**src/rtl/fp_result_queue.sv**
```systemverilog
// rtl/fp_result_queue.sv - result FIFO between the 1-cycle FP add/sub unit and the commit write port
// Issues start credits so the adder never overruns the FIFO; flush discards queued and in-flight results.
module fp_result_queue #(
   parameter int RV       = 64,
   parameter int LNCOMMIT = 6,
   parameter int NHART    = 1,
   parameter int LNHART   = 1,
   parameter int DEPTH    = 4,
   parameter int LDEPTH   = 2
) (
   input  logic                                clk,
   input  logic                                reset,
   input  logic                                issue_start,
   output logic                                can_issue,
   input  logic                                in_valid,
   input  logic                                in_exception,
   input  logic [RV-1:0]                       in_res,
   input  logic [LNCOMMIT-1:0]                 in_rd,
   input  logic [(NHART==1?0:LNHART-1):0]      in_hart,
   input  logic                                flush,
   output logic                                out_valid,
   input  logic                                out_ready,
   output logic [RV-1:0]                       out_res,
   output logic                                out_exception,
   output logic [LNCOMMIT-1:0]                 out_rd,
   output logic [(NHART==1?0:LNHART-1):0]      out_hart,
   output logic                                overflow
);

   logic [RV-1:0]                  r_res  [DEPTH];
   logic                           r_exc  [DEPTH];
   logic [LNCOMMIT-1:0]            r_rd   [DEPTH];
   logic [(NHART==1?0:LNHART-1):0] r_hart [DEPTH];

   logic [LDEPTH-1:0] r_rd_ptr;
   logic [LDEPTH-1:0] r_wr_ptr;
   logic [LDEPTH:0]   r_count;
   logic [LDEPTH:0]   r_inflight;
   logic [LDEPTH:0]   r_drop;
   logic              r_overflow;

   logic [LDEPTH+1:0] w_credit_used;
   logic [LDEPTH:0]   w_inflight_nxt;
   logic              w_full;
   logic              w_pop;
   logic              w_push_req;
   logic              w_push;
   logic              w_discard;
   logic              w_overflow_set;

   // Extra bit keeps the sum from wrapping when inflight is pushed past DEPTH by a bad issuer.
   assign w_credit_used  = {1'b0, r_count} + {1'b0, r_inflight};
   assign can_issue      = (w_credit_used < (LDEPTH+2)'(DEPTH));
   assign w_inflight_nxt = r_inflight + (LDEPTH+1)'(issue_start) - (LDEPTH+1)'(in_valid);

   assign out_valid  = (r_count != '0);
   assign w_full     = (r_count == (LDEPTH+1)'(DEPTH));
   assign w_pop      = out_valid && out_ready && !flush;
   assign w_discard  = in_valid && !flush && (r_drop != '0);
   assign w_push_req = in_valid && !flush && (r_drop == '0);
   assign w_push     = w_push_req && (!w_full || w_pop);

   assign w_overflow_set = (w_push_req && w_full && !w_pop) || (issue_start && !can_issue);

   assign out_res       = r_res[r_rd_ptr];
   assign out_exception = r_exc[r_rd_ptr];
   assign out_rd        = r_rd[r_rd_ptr];
   assign out_hart      = r_hart[r_rd_ptr];
   assign overflow      = r_overflow;

   always_ff @(posedge clk) begin
      if (reset) begin
         for (int i = 0; i < DEPTH; i++) begin
            r_res[i]  <= '0;
            r_exc[i]  <= 1'b0;
            r_rd[i]   <= '0;
            r_hart[i] <= '0;
         end
      end else if (w_push) begin
         r_res[r_wr_ptr]  <= in_res;
         r_exc[r_wr_ptr]  <= in_exception;
         r_rd[r_wr_ptr]   <= in_rd;
         r_hart[r_wr_ptr] <= in_hart;
      end
   end

   always_ff @(posedge clk) begin
      if (reset) begin
         r_rd_ptr   <= '0;
         r_wr_ptr   <= '0;
         r_count    <= '0;
         r_inflight <= '0;
         r_drop     <= '0;
         r_overflow <= 1'b0;
      end else begin
         r_inflight <= w_inflight_nxt;
         if (w_overflow_set) begin
            r_overflow <= 1'b1;
         end
         if (flush) begin
            // Everything still owed by the adder, including this cycle's issue, is dropped on arrival.
            r_count  <= '0;
            r_rd_ptr <= r_wr_ptr;
            r_drop   <= w_inflight_nxt;
         end else begin
            if (w_discard) begin
               r_drop <= r_drop - 1'b1;
            end
            if (w_push) begin
               r_wr_ptr <= r_wr_ptr + 1'b1;
            end
            if (w_pop) begin
               r_rd_ptr <= r_rd_ptr + 1'b1;
            end
            if (w_push && !w_pop) begin
               r_count <= r_count + 1'b1;
            end else if (w_pop && !w_push) begin
               r_count <= r_count - 1'b1;
            end
         end
      end
   end

endmodule

```
**config.mk**
```make
export PLATFORM = sky130hd
export DESIGN_NAME = fp_result_queue
export DESIGN_NICKNAME = d
export VERILOG_FILES = /design/src/rtl/fp_result_queue.sv
export SDC_FILE = /design/constraint.sdc
export NUM_CORES = 1
export LEC_CHECK = 0
export ABC_CLOCK_PERIOD_IN_PS = 3200
export BUFFER_PORTS_ARGS = -buffer_cell sky130_fd_sc_hd__buf_2
export CAP_MARGIN = 40
export CORE_MARGIN = 3
export CORE_UTILIZATION = 30
export DETAILED_ROUTE_END_ITERATION = 8
export GPL_ROUTABILITY_DRIVEN = 0
export HOLD_SLACK_MARGIN = 0.1
export PLACE_DENSITY = 0.54
export SKIP_CTS_REPAIR_TIMING = 1
export SYNTH_ARGS = -nofsm -noshare
export SYNTH_HDL_FRONTEND = slang
export SYNTH_SLANG_ARGS = --single-unit
```
**constraint.sdc**
```tcl
create_clock -name clk -period 3.2 [get_ports clk]
set_input_delay 0.32 -clock clk [delete_from_list [all_inputs] [get_ports clk]]
set_output_delay 0.32 -clock clk [all_outputs]
set_load 0.01 [all_outputs]
```
# After elaboration in Yosys (flattened, before gate mapping)
# Memories as Yosys holds them, arrays and structs flattened. A register that Yosys moved wholly into a read port is not among the register bits.
# Index checks and enable logic that the tools add are counted.
dict set report word_totals {
  wordCells 82
  ff_bits 14
  ram_bits 288
  input_bits 78
  mem_count 4
}
# memory words width rd rd_clocked_by_memory_dff wr line
set memory_table {}
lappend memory_table {r_res 4 64 1 1 4 30} ;# logic [RV-1:0] r_res [DEPTH];
lappend memory_table {r_rd 4 6 1 1 4 32} ;# logic [LNCOMMIT-1:0] r_rd [DEPTH];
lappend memory_table {r_exc 4 1 1 1 4 31} ;# logic r_exc [DEPTH];
lappend memory_table {r_hart 4 1 1 1 4 33} ;# logic [(NHART==1?0:LNHART-1):0] r_hart [DEPTH];
dict set report classes {
  n_addsub 8
  bitwise_logic 1
  n_lt_le_gt_ge 1
  n_eq_ne 1
  n_reduce_logical 30
  mux 31
}
# op count
set op_table {}
lappend op_table {{64-bit two-way mux} 1}
lappend op_table {{64-bit OR reduction} 1}
lappend op_table {{2-bit two-way mux} 14}
lappend op_table {{3-bit two-way mux} 4}
lappend op_table {{1-bit logical AND} 11}
lappend op_table {{1-bit two-way mux} 11}
lappend op_table {{6-bit two-way mux} 1}
lappend op_table {{2-bit nonzero test} 3}
lappend op_table {{3-bit nonzero test} 2}
lappend op_table {{6-bit OR reduction} 1}
lappend op_table {{3-bit by 1-bit subtractor with 3-bit output, second input constant} 2}
lappend op_table {{1-bit zero test} 5}
lappend op_table {{2-bit by 1-bit adder with 2-bit output, second input constant} 2}
lappend op_table {{3-bit by 3-bit adder with 4-bit output} 1}
lappend op_table {{4-bit by 3-bit < comparator with 1-bit output, second input constant} 1}
lappend op_table {{3-bit by 1-bit adder with 3-bit output} 1}
lappend op_table {{3-bit by 1-bit adder with 3-bit output, second input constant} 1}
lappend op_table {{3-bit equality test, second input constant} 1}
lappend op_table {{3-bit zero test} 1}
lappend op_table {{3-bit by 1-bit subtractor with 3-bit output} 1}
lappend op_table {{1-bit logical OR} 2}
lappend op_table {{2-bit AND reduction} 1}
lappend op_table {{1-bit OR reduction} 2}
lappend op_table {{2-bit OR reduction} 1}
lappend op_table {{1-bit NOT} 1}

# Longest topological paths before layout
dict set report logic_depth {
  ltp_word 10
  depth_mapped 11
}

# Least setup slack after synthesis
# No wires, ideal clock.
dict set report synth_timing {
  path_kind {register to register}
  start {register r_drop[0]}
  end {memory r_exc[1] (enable)}
  synth_period_minus_slack_ns 3.418
  setup_slack_ns -0.218
  n_path_buf 1
  stages_incl_launch_ff 7
  t_arrival_ns 2.976
  cell_sequence {dfxtp_1 > inv_1 > ha_1 > nand4bb_1 > or4_1 > buf_6 > nand2b_1}
}
# element line
set synth_rtl {}
lappend synth_rtl {{from (decl)} 39} ;# logic [LDEPTH:0] r_drop;
lappend synth_rtl {{from (signal assigned)} 104} ;# r_drop <= w_inflight_nxt;
lappend synth_rtl {{from (signal assigned)} 107} ;# r_drop <= r_drop - 1'b1;
lappend synth_rtl {{to (decl)} 31}

# Worst setup path in the final report
dict set report layout_timing {
  start {register r_drop[0]}
  end {register r_count[2]}
}
dict set report layout_via {
  elab_chain_len 6
  elab_cells_between_ends 8
}
# element line
set layout_lines {}
lappend layout_lines {{3-bit zero test *} 60} ;# assign w_push_req = in_valid && !flush && (r_drop == '0);
lappend layout_lines {{1-bit logical AND *} 60}
lappend layout_lines {{1-bit logical AND *} 61} ;# assign w_push = w_push_req && (!w_full || w_pop);
lappend layout_lines {{1-bit zero test} 117} ;# end else if (w_pop && !w_push) begin
lappend layout_lines {{1-bit logical AND} 117}
lappend layout_lines {{2-bit nonzero test (no source line)} -}
lappend layout_lines {{to (signal assigned)} 116} ;# r_count <= r_count + 1'b1;
lappend layout_lines {{to (signal assigned)} 118} ;# r_count <= r_count - 1'b1;
lappend layout_lines {{to (decl)} 37} ;# logic [LDEPTH:0] r_count;
# Mark *: on every way between the ends. The rest lies on a longest branch, timed or not.
# A chain may end at the register's enable or synchronous reset.

==> results_dict.tcl <==
set metrics [dict create \
    outcome "finished clean" \
    finalPower_w 0.00977 \
    cts.sinks 304 \
    yosysTopAreaCellShare_pct 64.7 \
    drt_pass1_iterations 4 \
    cp-start-kind "flop" \
    dieArea_um2 47100 \
    synthTopCellsByArea "edfxtp_1, mux4_2, nor2_2" \
    powerDensity_nw_per_um2 610 \
    drc 0 \
    post-place-ws_ps 762 \
    ys_async_sr_fraction_pct 0 \
    slew-limit-headroom_pct 45.1 \
    cp_max_fo 4 \
    synth-seq-area-share_pct 67.1 \
    grt_pass1_vias 8276 \
    ctsLongestPathBuffers 3 \
    setup_viol_count_final 0 \
    synth_top_family_by_area "simple AND/OR/NAND/NOR gates" \
    rsz0062_at_grt "no" \
    slew_viol_final 0 \
    clkLatencyLatePin_ps 530 \
    min_period_ps 2480 \
    period_share_pct 77.4 \
    hpwl_mm 18.9 \
    ys_types 42 \
    cts_tree "done" \
    maxCapViolations 0 \
    drive_above_1_share_pct 41.9 \
    ant_nets 0 \
    worst_slack_ps 724 \
    path_clk_slew_ps 60 \
    tightest_slew_ps 823 \
    finClkSkew_ps 20.3 \
    tns_ps 0 \
    synth_edf_count 288 \
    rows 76 \
    io_pins 153 \
    syn_to_final_growth_pct 19.9 \
    ir_drop_v 0.000325 \
    hp-class "input port to flop" \
    grt.total_usage_pct 14.3 \
    core_um2 43600 \
    synthAdderAreaFrac_pct 0.955 \
    synth_top_flop_cell "edfxtp_1" \
    antenna_found_initial 1 \
    grt_pass1_wl_mm 50.7 \
    route.vias.total 7485 \
    overflow 0 \
    cp-end-kind "flop" \
    grt_max_degree 74 \
    finalHoldViolations 0 \
    synth-compound-area-share_pct 1.12 \
    fin_util_pct 36.8 \
    netlist_area_um2 13400 \
    numCtsBuffers 36 \
    yosys.area_share.simple_pct 15.4 \
    path_class "flop to flop" \
    synthesis.instances 868 \
    p_leak_nw 5.66 \
    synth_nets 955 \
    drt_iter0_drc 413 \
    layout.nets 1114 \
    ys_warn_count 0 \
    crit_arrival_ps 2920 \
    start_util_pct 30.7 \
    fmax_ghz 0.404 \
    die_h_um 217 \
    yosys.area_share.xor_xnor_pct 0.393 \
    via_per_inst 4.57 \
    htree_levels 2 \
    routed_wl_mm 33.2 \
    die_x_um 217 \
    synth.mux.area_fraction_pct 12.2 \
    wire_per_inst_um 20.2 \
    synth_area_per_cell_um2 15.4 \
    cp.required_ps 3650 \
    root_buffer "clkbuf_16" \
    synth-seq-cells 304 \
    io_buffers 152 \
    synth.largest_area_cell "edfxtp_1" \
]
## worst max-delay path, cell delays in order, from the launching register on
cell and delay (ps):
dfxtp_1 300, inv_1 110, ha_1 220, and4bb_2 350
nand2_4 80, inv_2 70, ha_1 180, inv_1 60
fa_1 390, xor2_1 170, or3_1 300, a21oi_1 150
## logic make-up (layout without fill, tap and decap cells)
kind of cell / Yosys count / count (layout)
DFF: 304 / 304
adders and majority gates: 9 / 9
muxes: 73 / 73
and+or+nand+nor: 390 / 390
other: 0 / 1
buffers and inverters: 64 / 249
AOI/OAI and AO/OA: 22 / 22
xor gates and xnor gates: 6 / 6
## synthesized netlist by cell type (3+ instances only)
master / count
inv_1: 8
nor2_2: 130
nand3_1: 3
dfxtp_1: 16
buf_2: 22
xor2_1: 5
clkbuf_1: 16
ha_1: 7
a21oi_1: 7
buf_6: 14
nor2_1: 165
edfxtp_1: 288
nand2b_1: 77
mux4_2: 72
## metal layers
metal	part of all wire [%]	vias up	GRT usage (%)
met4	1.4	2	2.83
li1	-	3483	-
met3	5.5	32	3.98
met2	48	144	23.4
met5	0.039	-	0
met1	45	3824	19.1
## cell type report
cell class / count / area, µm²
Fill cell: 4275 / 27500
Timing Repair Buffer: 176 / 1100
Antenna cell: 1 / 2.50
Inverter: 9 / 33.8
Clock inverter: 20 / 131
Multi-Input combinational cell: 500 / 4070
Tap cell: 585 / 732
Sequential cell: 304 / 8980
Clock buffer: 44 / 973
## power by group
group / leakage (nW) / switching [W] / total (W) / internal, W
clock network: 0.541 / 0.00159 / 0.00384 / 0.00224
registers: 3.12 / 0.0000956 / 0.00471 / 0.00462
logic: 2.00 / 0.000721 / 0.00122 / 0.000496
## cell usage in the layout (no fill, tap or decap), drive strengths merged, types with 2 or more instances in the layout
| cell | instances |
|---|---|
| nor2 | 295 |
| edfxtp | 288 |
| buf | 174 |
| nand2b | 77 |
| mux4 | 72 |
| clkbuf | 44 |
| clkinv | 17 |
| dfxtp | 16 |
| inv | 9 |
| a21oi | 7 |
| ha | 7 |
| xor2 | 5 |
| nand3 | 3 |
| or3 | 2 |
| or4 | 2 |
| and3 | 2 |
| o31ai | 2 |
| a21o | 2 |
| o21ai | 2 |
| a311oi | 2 |
| a211oi | 2 |
| fa | 2 |
| clkinvlp | 2 |
| dlygate4sd3 | 2 |
## sequential cells by signal, summed over array words and instances, names as in the netlist, 3 cells and up, named ones only
name	flops
r_drop	3
r_rd	24
r_hart	4
r_res	256
r_exc	4
r_inflight	3
r_count	3
## final timing paths
kind                            slack [ps]                   start  cells past startpoint                      end
worst max register to register         720  r_drop[0]$_SDFFE_PP0P_                     11  r_count[2]$_SDFFE_PP0P_
worst min register to register         530   overflow$_SDFFE_PP0P_                      2    overflow$_SDFFE_PP0P_
worst min-delay path                   180                in_valid                      3   r_drop[0]$_SDFFE_PP0P_
worst max-delay path                   720  r_drop[0]$_SDFFE_PP0P_                     11  r_count[2]$_SDFFE_PP0P_
## per-stage QoR
stage / area (µm²) / hold slack, ps / std cells
finish: 16000 / 183 / 1639
global route: 16000 / 190 / 1638
CTS: 16000 / 30.0 / 1636
detailed placement: 14900 / 513 / 1572
global placement: 14900 / 548 / 1572
floorplan: 13400 / 420 / 868
Note: power is estimated with default switching activity, not from simulation.
